$ cat src/rtl/gray_pkg.sv
// gray_pkg: shared Gray-code helpers for the binary/Gray counter family.
// Functions operate on MAX_DATA_WIDTH-bit values; narrower codes are
// zero-extended, which leaves their Gray/binary mapping unchanged.
package gray_pkg;

  localparam int MAX_DATA_WIDTH = 32;

  // Binary to Gray: each bit is the XOR of itself and its upper neighbour.
  function automatic logic [MAX_DATA_WIDTH-1:0] bin2gray(
    input logic [MAX_DATA_WIDTH-1:0] value
  );
    return value ^ (value >> 1);
  endfunction

  // Gray to binary: each binary bit is the XOR of all Gray bits at or above it.
  function automatic logic [MAX_DATA_WIDTH-1:0] gray2bin(
    input logic [MAX_DATA_WIDTH-1:0] value
  );
    logic [MAX_DATA_WIDTH-1:0] result;
    result[MAX_DATA_WIDTH-1] = value[MAX_DATA_WIDTH-1];
    for (int i = MAX_DATA_WIDTH - 2; i >= 0; i--) begin
      result[i] = result[i+1] ^ value[i];
    end
    return result;
  endfunction

endpackage

$ cat src/rtl/binary_to_gray.sv
// binary_to_gray: purely combinational, width-parameterized binary-to-Gray
// encoder. The top bit passes through; every lower bit is the XOR of the
// binary bit and its upper neighbour.
module binary_to_gray #(
  parameter int data_width = 4
) (
  input  logic [data_width-1:0] d_in,
  output logic [data_width-1:0] d_out
);

  assign d_out[data_width-1] = d_in[data_width-1];

  generate
    for (genvar gi = 0; gi < data_width - 1; gi++) begin : g_xor
      assign d_out[gi] = d_in[gi+1] ^ d_in[gi];
    end
  endgenerate

endmodule

$ cat src/rtl/binary_to_gray_counter.sv
// binary_to_gray_counter: registered binary counter presented as Gray code
// straight from a flop, suitable for pointers crossing clock domains.
// Load has priority over increment; wrap pulses for one cycle after an
// increment from all-ones.
// Optional macro BIN_OUT_EN adds the bin_out port carrying the registered
// binary count for same-domain arithmetic.
module binary_to_gray_counter
  import gray_pkg::*;
#(
  parameter int data_width = 4
) (
  input  logic                  clk,
  input  logic                  rst_n,
  input  logic                  load,
  input  logic [data_width-1:0] d_in,
  input  logic                  inc,
  output logic [data_width-1:0] d_out,
`ifdef BIN_OUT_EN
  output logic [data_width-1:0] bin_out,
`endif
  output logic                  wrap
);

  logic [data_width-1:0] bin_q;
  logic [data_width-1:0] bin_next;
  logic [data_width-1:0] gray_next;
  logic                  wrap_next;

  // Next binary count: load wins, then increment, otherwise hold.
  always_comb begin
    bin_next  = bin_q;
    wrap_next = 1'b0;
    if (load) begin
      bin_next = d_in;
    end else if (inc) begin
      bin_next  = bin_q + 1'b1;
      wrap_next = &bin_q;
    end
  end

  // Gray encoding happens before the register so d_out is glitch-free.
  binary_to_gray #(
    .data_width(data_width)
  ) u_encoder (
    .d_in (bin_next),
    .d_out(gray_next)
  );

  // Binary count, Gray output and wrap pulse all update on the same edge.
  always_ff @(posedge clk or negedge rst_n) begin
    if (!rst_n) begin
      bin_q <= '0;
      d_out <= '0;
      wrap  <= 1'b0;
    end else begin
      bin_q <= bin_next;
      d_out <= gray_next;
      wrap  <= wrap_next;
    end
  end

`ifdef BIN_OUT_EN
  assign bin_out = bin_q;
`endif

endmodule

$ cat config.mk
export PLATFORM = sky130hd
export DESIGN_NAME = binary_to_gray_counter
export DESIGN_NICKNAME = d
export VERILOG_FILES = /design/src/rtl/gray_pkg.sv /design/src/rtl/binary_to_gray.sv /design/src/rtl/binary_to_gray_counter.sv
export SDC_FILE = /design/constraint.sdc
export NUM_CORES = 1
export LEC_CHECK = 0
export ABC_CLOCK_PERIOD_IN_PS = 2800
export CORE_AREA = 2 2 39 41
export CTS_CLUSTER_DIAMETER = 100
export DETAILED_ROUTE_END_ITERATION = 6
export DIE_AREA = 0 0 41 43
export GPL_TIMING_DRIVEN = 0
export HOLD_SLACK_MARGIN = 0.08
export PLACE_DENSITY_LB_ADDON = 0.08
export SETUP_SLACK_MARGIN = 0.3
export SLEW_MARGIN = 20
export SYNTH_ARGS = -nofsm -noshare
export SYNTH_HDL_FRONTEND = slang
export SYNTH_SLANG_ARGS = --single-unit
$ cat constraint.sdc
create_clock -name clk -period 2.8 [get_ports clk]
set_clock_uncertainty 0.15 [all_clocks]
set_input_delay 0.56 -clock clk [delete_from_list [all_inputs] [get_ports clk]]
set_output_delay 0.56 -clock clk [all_outputs]
set_load 0.02 [all_outputs]
* Word level (Yosys, flattened, before mapping)
Index checks and enable logic that the tools add are counted.
Cells by class: add/subtract/negate cells 1, $mul 0, div/mod/pow operators 0, $lt $le $gt $ge 0, equal/unequal tests 0, shift operators 0, multiplexer cells 4, bitwise operators 3, reductions and logical operators 1
Operators with widths (number):
- $mux 4 | 2
- $add 4x1->4 const B | 1
- $reduce_and 4->1 | 1
- $xor 1x1->1 | 3
- $mux 1 | 2
Storage, ports and cells: bits in registers 9, bits in latches 0, RAM bits 0, bits in read-only memories 0, input bits 8, output and inout port bits 5, word-level logic and storage cells 12, memories 0

* Longest topological paths before layout
word-level depth 4, depth in mapped cells 5, mapped depth without buffers 5

* By module
Synthesis repeated with hierarchy kept, for this count alone.
Unflattened totals: cells, all modules 30, area total of the unflattened synthesis 374.1 um^2
By module, submodules not included:
- binary_to_gray_counter | instances 1, cells an instance 26, area an instance 340.3 um^2, seq. area each 225.2 um^2
- binary_to_gray | instances 1, cells an instance 4, area an instance 33.8 um^2, seq. area each 0.0 um^2

* Least setup slack after synthesis
Ideal clock, no wire load.
kind input port to flip-flop, from input port load, to register d_out[2], setup time 0.126 ns, data arrival time 1.187 ns, required time 2.524 ns, path slack 1.337 ns, stages 3, buffers on the path 1, cells stage by stage buf_2 > mux2_4 > xnor2_2
Between the ends: longest elaborated chain between the ends 2
RTL lines:
- from (decl) | RTL line binary_to_gray_counter.sv:14 | input logic load,
- $mux 4 | RTL line binary_to_gray_counter.sv:33 | if (load) begin
- via bin_next[3] | RTL line binary_to_gray_counter.sv:25 | logic [data_width-1:0] bin_next;
- $xor 1x1->1 | RTL line binary_to_gray.sv:15 | assign d_out[gi] = d_in[gi+1] ^ d_in[gi];
- via gray_next[2] | RTL line binary_to_gray_counter.sv:26 | logic [data_width-1:0] gray_next;
- to (signal assigned) | RTL line binary_to_gray_counter.sv:57 | d_out <= gray_next;
- to (decl) | RTL line binary_to_gray_counter.sv:17 | output logic [data_width-1:0] d_out,
The timed path passes the listed nets, and every way through them passes these cells.

==> results.py <==
metrics = {
    "yosys": {
        "synthTopCellsByArea": "dfrtp_1 52%, xnor2_1 9.2%, mux2i_4 5.9%",
        "yosysWarnings": 0,
        "synth_cells": 30,
        "synth_top_area_share_pct": 52.29,
        "netlist_area_um2": 382.9,
        "syn_area_per_cell_um2": 12.76,
        "synth_top_area_cell": "dfrtp_1",
        "synth_cell_type_count": 18,
        "synth.ff_latch_count": 8,
        "ys_seq_area_share_pct": 52.29,
        "syn_nets": 39,
    },
    "sta": {
        "fmax_mhz": 491.6,
        "min_period_ns": 2.034,
        "finalSetupViolations": 0,
        "relSlewSlack_pct": 75.90,
        "period_share_pct": 72.65,
        "rsz0062_at_grt": "false",
        "finalHoldViolCount": 0,
        "tightest_slew_ns": 0.3604,
        "drv_slew": 0,
        "finalSetupTns_ns": 0,
    },
    "layout": {
        "area_growth_pct": 39.87,
        "ff_latch_area_um2": 200.2,
        "final_nets": 55,
        "diodes": 0,
        "mostFrequentLayoutCell": "clkdlybuf4s50_1",
        "drive_gt1_share_pct": 22.73,
        "fillers": 134,
        "final_cell_mix": "11 x clkdlybuf4s50_1, 8 x dfrtp_1, 4 x xnor2_1",
        "postLayoutCellArea_um2": 535.5,
        "multi_input_area_um2": 162.7,
    },
    "setup_path": {
        "path_class": "flop to output port",
        "worstPathArrival_ns": 1.32,
        "cp-start-kind": "flop",
        "end_kind": "output port",
        "cp_data_required_time_ns": 2.09,
        "path_max_fanout": 3,
        "reg2reg_slack_ns": 1.32,
    },
    "power": {
        "power_leakage_nw": 0.2332,
        "powerDensity_nw_per_um2": 654.2,
        "power.total_w": 0.0003503,
        "peakVddDrop_mv": 0.3269,
    },
    "hold_path": {
        "holdCritPathClass": "flop to flop",
    },
    "job": {
        "cap_viol_max_count": 0,
    },
    "clock_network": {
        "cts_setup_buffers": 0,
        "clk_pin_slew_worst_paths_ns": 0.05,
        "clock_latency_ns": 0.25,
        "cts_root_buffer": "clkbuf_4",
        "cts_max_level": 1,
        "cts_tree": "built",
        "cts_hold_buf": 0,
        "clock-sinks": 8,
        "post_cts_resized": 0,
        "clockBufferDepth": 2,
        "cts_buffers": 3,
    },
    "routing": {
        "first_pass_iters": 2,
        "vias_per_cell": 4.100,
        "antenna_left": 0,
        "drtIter0Drc": 1,
        "drt_wl_total_um": 652,
        "route.detailed.drc": 0,
        "vias": 246,
        "avgRoutedWirePerCell_um": 10.87,
    },
    "global_routing": {
        "grt_usage_pct": 10.04,
        "grt-ovfl-total": 0,
        "grt_max_degree": 9,
        "grt_pass1_vias": 253,
        "antenna_found_initial": 0,
        "grt_pass1_wl_um": 1124,
    },
    "placement": {
        "placed_area_um2": 513.0,
        "place_congestion": 0.6796,
        "port_buffers": 11,
    },
    "outcome": {
        "outcome": "finished, final reports clean",
    },
    "floorplanning": {
        "dieWidth_um": 41,
        "pin_count": 13,
        "num_rows": 14,
        "initial_core_util_pct": 27.67,
        "core_um2": 1384,
        "fp.dieH_um": 43,
        "die_area_um2": 1763,
    },
}
## stage by stage
step	hold WS, ns	util (%)	std cells	setup WS [ns]
after global placement	0.3796	37.07	57	0.6809
after global routing	0.4223	38.70	60	0.6767
final	0.3908	38.70	60	0.7659
after CTS	0.3968	38.70	60	0.7389
after floorplan	0.1144	-	30	1.337
after detailed placement	0.3888	37.07	57	0.6853
## synthesized netlist by cell type
cell / number
a21oi_2: 1
buf_2: 1
buf_4: 1
dfrtp_1: 8
ha_1: 1
inv_1: 2
mux2_4: 1
mux2i_1: 1
mux2i_4: 1
nand2_1: 2
nand2_2: 1
nand4_1: 1
nor2_1: 1
nor3_1: 1
o21ai_1: 1
xnor2_1: 4
xnor2_2: 1
xor2_1: 1
## final timing paths
check / start / end / cells after the start
setup / recovery: bin_q[3] / d_out[3] / 2
hold / removal: bin_q[2] / wrap / 2
setup reg to reg: bin_q[0] / d_out[1] / 5
hold reg to reg: bin_q[2] / wrap / 2
max in group asynchronous: rst_n / d_out[1] / 1
min in group asynchronous: rst_n / bin_q[2] / 1
## metal layers
layer  wire length (um)  global-route usage (%)  vias to the layer above
li1                   -                       -                      126
met4                  0                   8.000                        0
met5                  0                       0                        -
met3                 47                   3.665                        0
met2                304                   13.13                       10
met1                299                   12.62                      110
## critical path, stage by stage, from the launching register on
cell	delay, ns
dfrtp_1	0.38
buf_4	0.12
clkdlybuf4s50_1	0.58
## registers in the layout (all words and copies together), names as in the netlist
| signal | flops |
|---|---|
| bin_q | 4 |
| d_out | 3 |
| wrap | 1 |
## cell families (layout without fill, tap and decap cells)
| family | Yosys count | count (layout) | share of synthesized area, % |
|---|---|---|---|
| flip-flops | 8 | 8 | 52.29 |
| AND/OR/NAND/NOR | 6 | 6 | 7.517 |
| AO/OA/AOI/OAI | 2 | 2 | 3.594 |
| multiplexers | 3 | 3 | 12.42 |
| buffers and inverters | 4 | 18 | 5.229 |
| adder cells (fa/ha/maj) | 1 | 1 | 3.267 |
| XOR/XNOR | 6 | 6 | 15.69 |
## where the power goes
part           total [W]  internal, W  switching, W
combinational   0.000118    0.0000639     0.0000545
clock          0.0000843    0.0000488     0.0000355
sequential      0.000148     0.000137     0.0000107
## final cells by class
type | count | area share [%]
sequential | 8 | 37.38
multi-input combinational | 18 | 30.37
timing repair buffer | 11 | 20.56
clock buffer | 3 | 4.206
tap | 16 | 3.738
buffer | 2 | 2.336
inverter | 2 | 1.402
No activity file was read; power rests on OpenSTA's default activity.
==> patch 1: new RTL, config.mk and constraints unchanged <==
Remove the register `wrap`: a continuous assignment takes its place, so the output `wrap` follows one clock earlier. Comments in the files are not updated.
--- a/src/rtl/binary_to_gray_counter.sv
+++ b/src/rtl/binary_to_gray_counter.sv
@@ -53,3 +53,2 @@
       d_out <= '0;
-      wrap  <= 1'b0;
     end else begin
@@ -57,5 +56,6 @@
       d_out <= gray_next;
-      wrap  <= wrap_next;
     end
   end
+
+  assign wrap = wrap_next;
 
Function: changed (Yosys sat finds a counterexample within 4 cycles, from zero or initial values and one cycle with rst_n low).
==> patch 1 against the original RTL <==
- worst setup slack worse by 0.25 ns
- critical path type is now in -> out
- via count decreased by 3.7%
- non-clock buffer count unchanged
- wire length is 11% lower
- sequential power fell by 10%
- highest routed layer is now met4
- synthesized cell count shrank 3.3%
- sequential cell count fell by 1
- area after synthesis decreased by 6.5%
- sequential share of layout area decreased by 3.0 points
- total power is 3.1% lower
- design area down 4.9%
==> patch 1: results (changes against the original RTL) <==
Outcome
  • Status: complete, no violations

Logic synthesis
  • Syn. warnings: 0 (unchanged)
  • XOR/XNOR share of the synthesized area: 0.168 (+0.0110)
  • Top cells by count, synth: dfrtp_1, xnor2_1, inv_1, nand2_1
  • Post-synthesis adder-cell area fraction: 0.0350 (+0.00229)
  • Synth Area in Compound Gates: 0.0385 (+0.00251)
  • Register area share after synthesis: 0.490 (-0.0334)
  • Post-synthesis cell type count: 18 (unchanged)
  • Mux contribution to synthesized area: 0.133 (+0.00868)
  • Top post-synthesis cells by area: dfrtp_1, xnor2_1, mux2i_4
  • Synthesized Nets: 38 (-2.6%)

Routing
  • Met3 WL: 39 microns (-17%)
  • Met1 wire length: 258 microns (-14%)
  • Met2 WL: 277 microns (-8.9%)
  • Top sig layer: met4
  • DR vias/cell: 3.95 (-3.7%)
  • Routed WL per cell: 9.67 microns (-11%)

GRT
  • Gr usage total: 0.0883 (-0.0121)
  • Number of global-route vias before repair: 247 (-2.4%)
  • GR Layer Usage met3: 0.0314 (-0.00524)
  • GR Layer Usage met2: 0.113 (-0.0188)
  • First-pass GRT wire length: 993 microns (-12%)
  • GRT met1 Usage: 0.120 (-0.00625)
  • Largest net degree at the start of global routing: 8 (-1)

Clock tree
  • Root Driver: clkbuf_4
  • H-tree levels: 1 (unchanged)

Final layout
  • Share of cells above drive strength 1: 0.250 (+0.0227)
  • NumNets Final: 54 (-1.8%)
  • Largest regs: bin_q (4), d_out (3)
  • Diode count: 0 (unchanged)

Placed design
  • Worst slack at placement: 0.0665 ns (-0.619 ns)
  • Placed inst area: 488 sq um (-4.9%)
  • IO Port Bufs: 11 (unchanged)
  • Placer congestion estimate: 0.604 (-11%)

Critical path
  • CP Launch Point: inc
  • CP top delay family: buffers and inverters
  • Worst r2r path cells: 5 (unchanged)
  • Reg2reg end: d_out[1]
  • Critical R2R Launch: bin_q[0]
  • Crit-path max cell delay: 0.56 ns (-0.02 ns)
  • Crit path DAT: 1.58 ns (+0.26 ns)
  • CP Max Fanout: 4 (+1)

Power and ir drop
  • Leak: 0.222 nW (-4.9%)
  • VDD IR max: 246 uV (-25%)
  • Sw Ratio: 0.292 (+0.00496)

STA
  • Relative slew margins: 0.796 (+0.0374)

Hold path
  • Worst min-delay path class: in -> async
## patch 1: cell families after synthesis
group	Yosys count
AO/OA/AOI/OAI	2
XOR/XNOR	6
adder cells (fa/ha/maj)	1
buffers and inverters	4
flip-flops	7
multiplexers	3
AND/OR/NAND/NOR	6
## patch 1: final cells by class
type	instances	area, sq um
clock buffers	4	26.3
repair buffers	11	105
flip-flops and latches	7	175
multi-input cells	18	163
inverters	2	7.51
well taps	16	20.0
fillers	139	875
plain buffers	2	12.5
## patch 1: how the worst max path moves through the flow
| stage | endpoint | cells after the start | slack (ns) |
|---|---|---|---|
| floorplan | wrap | 2 | 0.85 |
| global placement | wrap | 4 | 0.09 |
| detailed placement | wrap | 4 | 0.07 |
| CTS | wrap | 4 | 0.35 |
| global route | wrap | 4 | 0.43 |
| finish | wrap | 4 | 0.51 |
## patch 1: power groups by stage
| stage | sequential, mW | clock, mW | combinational, mW |
|---|---|---|---|
| finish | 0.133 | 0.0892 | 0.117 |
| global route | 0.136 | 0.0996 | 0.127 |
| CTS | 0.133 | 0.0915 | 0.120 |
| detailed placement | 0.135 | 0 | 0.119 |
| global placement | 0.135 | 0 | 0.118 |
| floorplan | 0.150 | 0 | 0.0547 |
## patch 1: through the flow
step | power (mW) | hold WS, ns | instances
detailed placement | 0.253 | 0.499 | 56
global placement | 0.253 | 0.497 | 56
finish | 0.339 | 0.420 | 60
global route | 0.363 | 0.445 | 60
CTS | 0.344 | 0.428 | 60
floorplan | 0.205 | 0.114 | 29
## patch 1: timing repair
| action | in CTS | in global routing |
|---|---|---|
| buffers inserted | 0 | 0 |
| gates resized for setup | 1 | 3 |
| setup endpoints to repair | 1 | 1 |
| pin swaps | 0 | 0 |
| hold buffers | 0 | 0 |
==> patch 2: new RTL, same flow settings <==
Made on the original files. `data_width` is set to 4 in 2 places; all go to 6.
--- a/src/rtl/binary_to_gray.sv
+++ b/src/rtl/binary_to_gray.sv
@@ -4,3 +4,3 @@
 module binary_to_gray #(
-  parameter int data_width = 4
+  parameter int data_width = 6
 ) (
--- a/src/rtl/binary_to_gray_counter.sv
+++ b/src/rtl/binary_to_gray_counter.sv
@@ -9,3 +9,3 @@
 #(
-  parameter int data_width = 4
+  parameter int data_width = 6
 ) (
Interface: changed (resized d_in and d_out); port bits go from 13 to 17. No check against the original RTL was run, so the function may have changed too.
==> patch 2 against the original RTL <==
- worst setup slack lost 0.13 ns
- design area grew 48%
- sequential cell count grew 4
- maximum frequency shrank 6.0%
- critical path depth grew 3
- total power grew 38%
- wire length grew 41%
- die area is the same
- area after synthesis grew 54%
- critical path type is now in -> reg
==> patch 2: results (changes against the original RTL) <==
Outcome
  • Status: complete, no violations

Placed design
  • Final HPWL DP: 723 microns
  • Placer congestion estimate: 0.751 (+11%)
  • IO Port Bufs: 16 (+5)
  • Worst slack at placement: 0.341 ns (-0.345 ns)
  • Placed inst area: 768 sq um (+50%)

Critical path
  • CP top delay family: XOR/XNOR gates
  • Crit-path max cell delay: 0.59 ns
  • CP Capture Point: d_out[4]
  • Crit path DAT: 2.17 ns (+0.85 ns)
  • Reg2reg setup slack: 0.91 ns (-0.41 ns)
  • Worst r2r path cells: 5 (unchanged)
  • Slowest-stage cell, CP: clkdlybuf4s50_1
  • Critical R2R Launch: bin_q[0]
  • CP Launch Point: inc
  • CP Max Fanout: 5 (+2)

GRT
  • Largest net degree at the start of global routing: 13 (+4)
  • Number of global-route vias before repair: 409 (+62%)
  • Gr usage total: 0.142 (+0.0414)
  • Antenna violations before repair: 0 (unchanged)
  • First-pass GRT wire length: 1660 microns (+47%)

Logic synthesis
  • Syn. warnings: 0 (unchanged)
  • Post-synth EDFFs: 0 (unchanged)
  • Post-synthesis cell type count: 18 (unchanged)
  • Post-synth top flop: dfrtp_1
  • FFs w/ async S/R, synth: 1.00 (unchanged)
  • Top cells by count, synth: dfrtp_1, nand2_1, xnor2_1
  • Top post-synthesis cells by area: dfrtp_1, xnor2_1, xor2_1
  • Synthesized Nets: 61 (+56%)
  • Register area share after synthesis: 0.511 (-0.0122)

Power and ir drop
  • Leak: 0.353 nW (+52%)
  • VDD IR max: 304 uV (-7.1%)
  • Cell Pwr Density: 609 mW/mm^2 (-6.8%)

Routing
  • WL final: 920 microns (+41%)
  • 1st-iter DRT viols: 1 (unchanged)
  • DR vias/cell: 4.65 (+13%)
  • Drt pass-1 iters: 4 (+2)

Clock tree
  • Worst-Skew Late Latency: 0.27 ns (+0.02 ns)
  • Max Root-Sink Buffers: 2 (unchanged)
  • Total setup buffers inserted after CTS: 0 (unchanged)
  • Root Driver: clkbuf_4
  • Resized cells post-CTS: 0 (unchanged)
  • Clk pin slew, worst setup/hold paths: 0.07 ns (+0.02 ns)
  • H-tree levels: 1 (unchanged)
  • Number of buffers created by CTS: 3 (unchanged)

Final layout
  • Share of cells above drive strength 1: 0.116 (-0.111)
  • NumNets Final: 82 (+49%)
  • Diode count: 0 (unchanged)
  • Largest regs: bin_q (6), d_out (5), wrap (1)

STA
  • Worst slew pin tran: 0.514 ns (+0.153 ns)
  • Max Freq: 462 MHz (-6.0%)

Hold path
  • Worst Hold Depth: 2 (unchanged)
  • Worst min-delay path class: reg -> reg
[patch 2: cell count changes after synthesis, sizes merged, moves of 2 or more]
cell,delta
nand2,+3
xor2,+4
o21ai,+2
dfrtp,+4
[patch 2: cells by family after synthesis]
| logic type | count (synthesis) | synth area share |
|---|---|---|
| compound gates | 4 | 0.0340 |
| xor+xnor | 12 | 0.215 |
| fa+ha+maj | 1 | 0.0213 |
| buf+inv | 5 | 0.0383 |
| flops | 12 | 0.511 |
| mux | 5 | 0.0894 |
| simple gates | 11 | 0.0915 |
[patch 2: cell type report]
| class | instances | area (sq um) |
|---|---|---|
| fill | 128 | 593 |
| sequential | 12 | 300 |
| multi-input combinational | 33 | 265 |
| timing repair buffer | 16 | 160 |
| clock buffer | 3 | 22.5 |
| tap | 16 | 20.0 |
| buffer | 2 | 11.3 |
| inverter | 3 | 11.3 |
[patch 2: power breakdown]
part           total [mW]  switching [mW]  internal (mW)
registers           0.221          0.0173          0.203
logic               0.158          0.0719         0.0862
clock network       0.103          0.0534         0.0497
total               0.482           0.143          0.339
[patch 2: worst min-delay path by stage]
stage / startpoint / endpoint / slack [ns]
2_1_floorplan: rst_n / bin_q[0] / 0.11
3_3_place_gp: bin_q[4] / wrap / 0.41
3_5_place_dp: bin_q[4] / wrap / 0.41
4_1_cts: bin_q[4] / wrap / 0.42
5_1_grt: bin_q[4] / wrap / 0.45
6_report: bin_q[4] / wrap / 0.42
[patch 2: metal layers]
layer | vias up | wire (microns) | global-route usage
met5 | - | 0 | 0
met4 | 0 | 4 | 0.0800
met3 | 2 | 42 | 0.0471
met2 | 9 | 441 | 0.191
met1 | 182 | 431 | 0.193
li1 | 202 | - | -
[patch 2: worst min-delay path: stages, from the launching register on]
cell and delay, ns:
dfrtp_1 0.42, nand2_1 0.07, nor3_1 0.04
[patch 2: through the flow]
stage / util / std cells / power, mW / hold WS, ns
finish: 0.571 / 85 / 0.482 / 0.418
floorplan: - / 50 / 0.315 / 0.114
CTS: 0.571 / 85 / 0.490 / 0.417
detailed placement: 0.555 / 82 / 0.384 / 0.406
global placement: 0.555 / 82 / 0.384 / 0.406
global route: 0.571 / 85 / 0.516 / 0.448
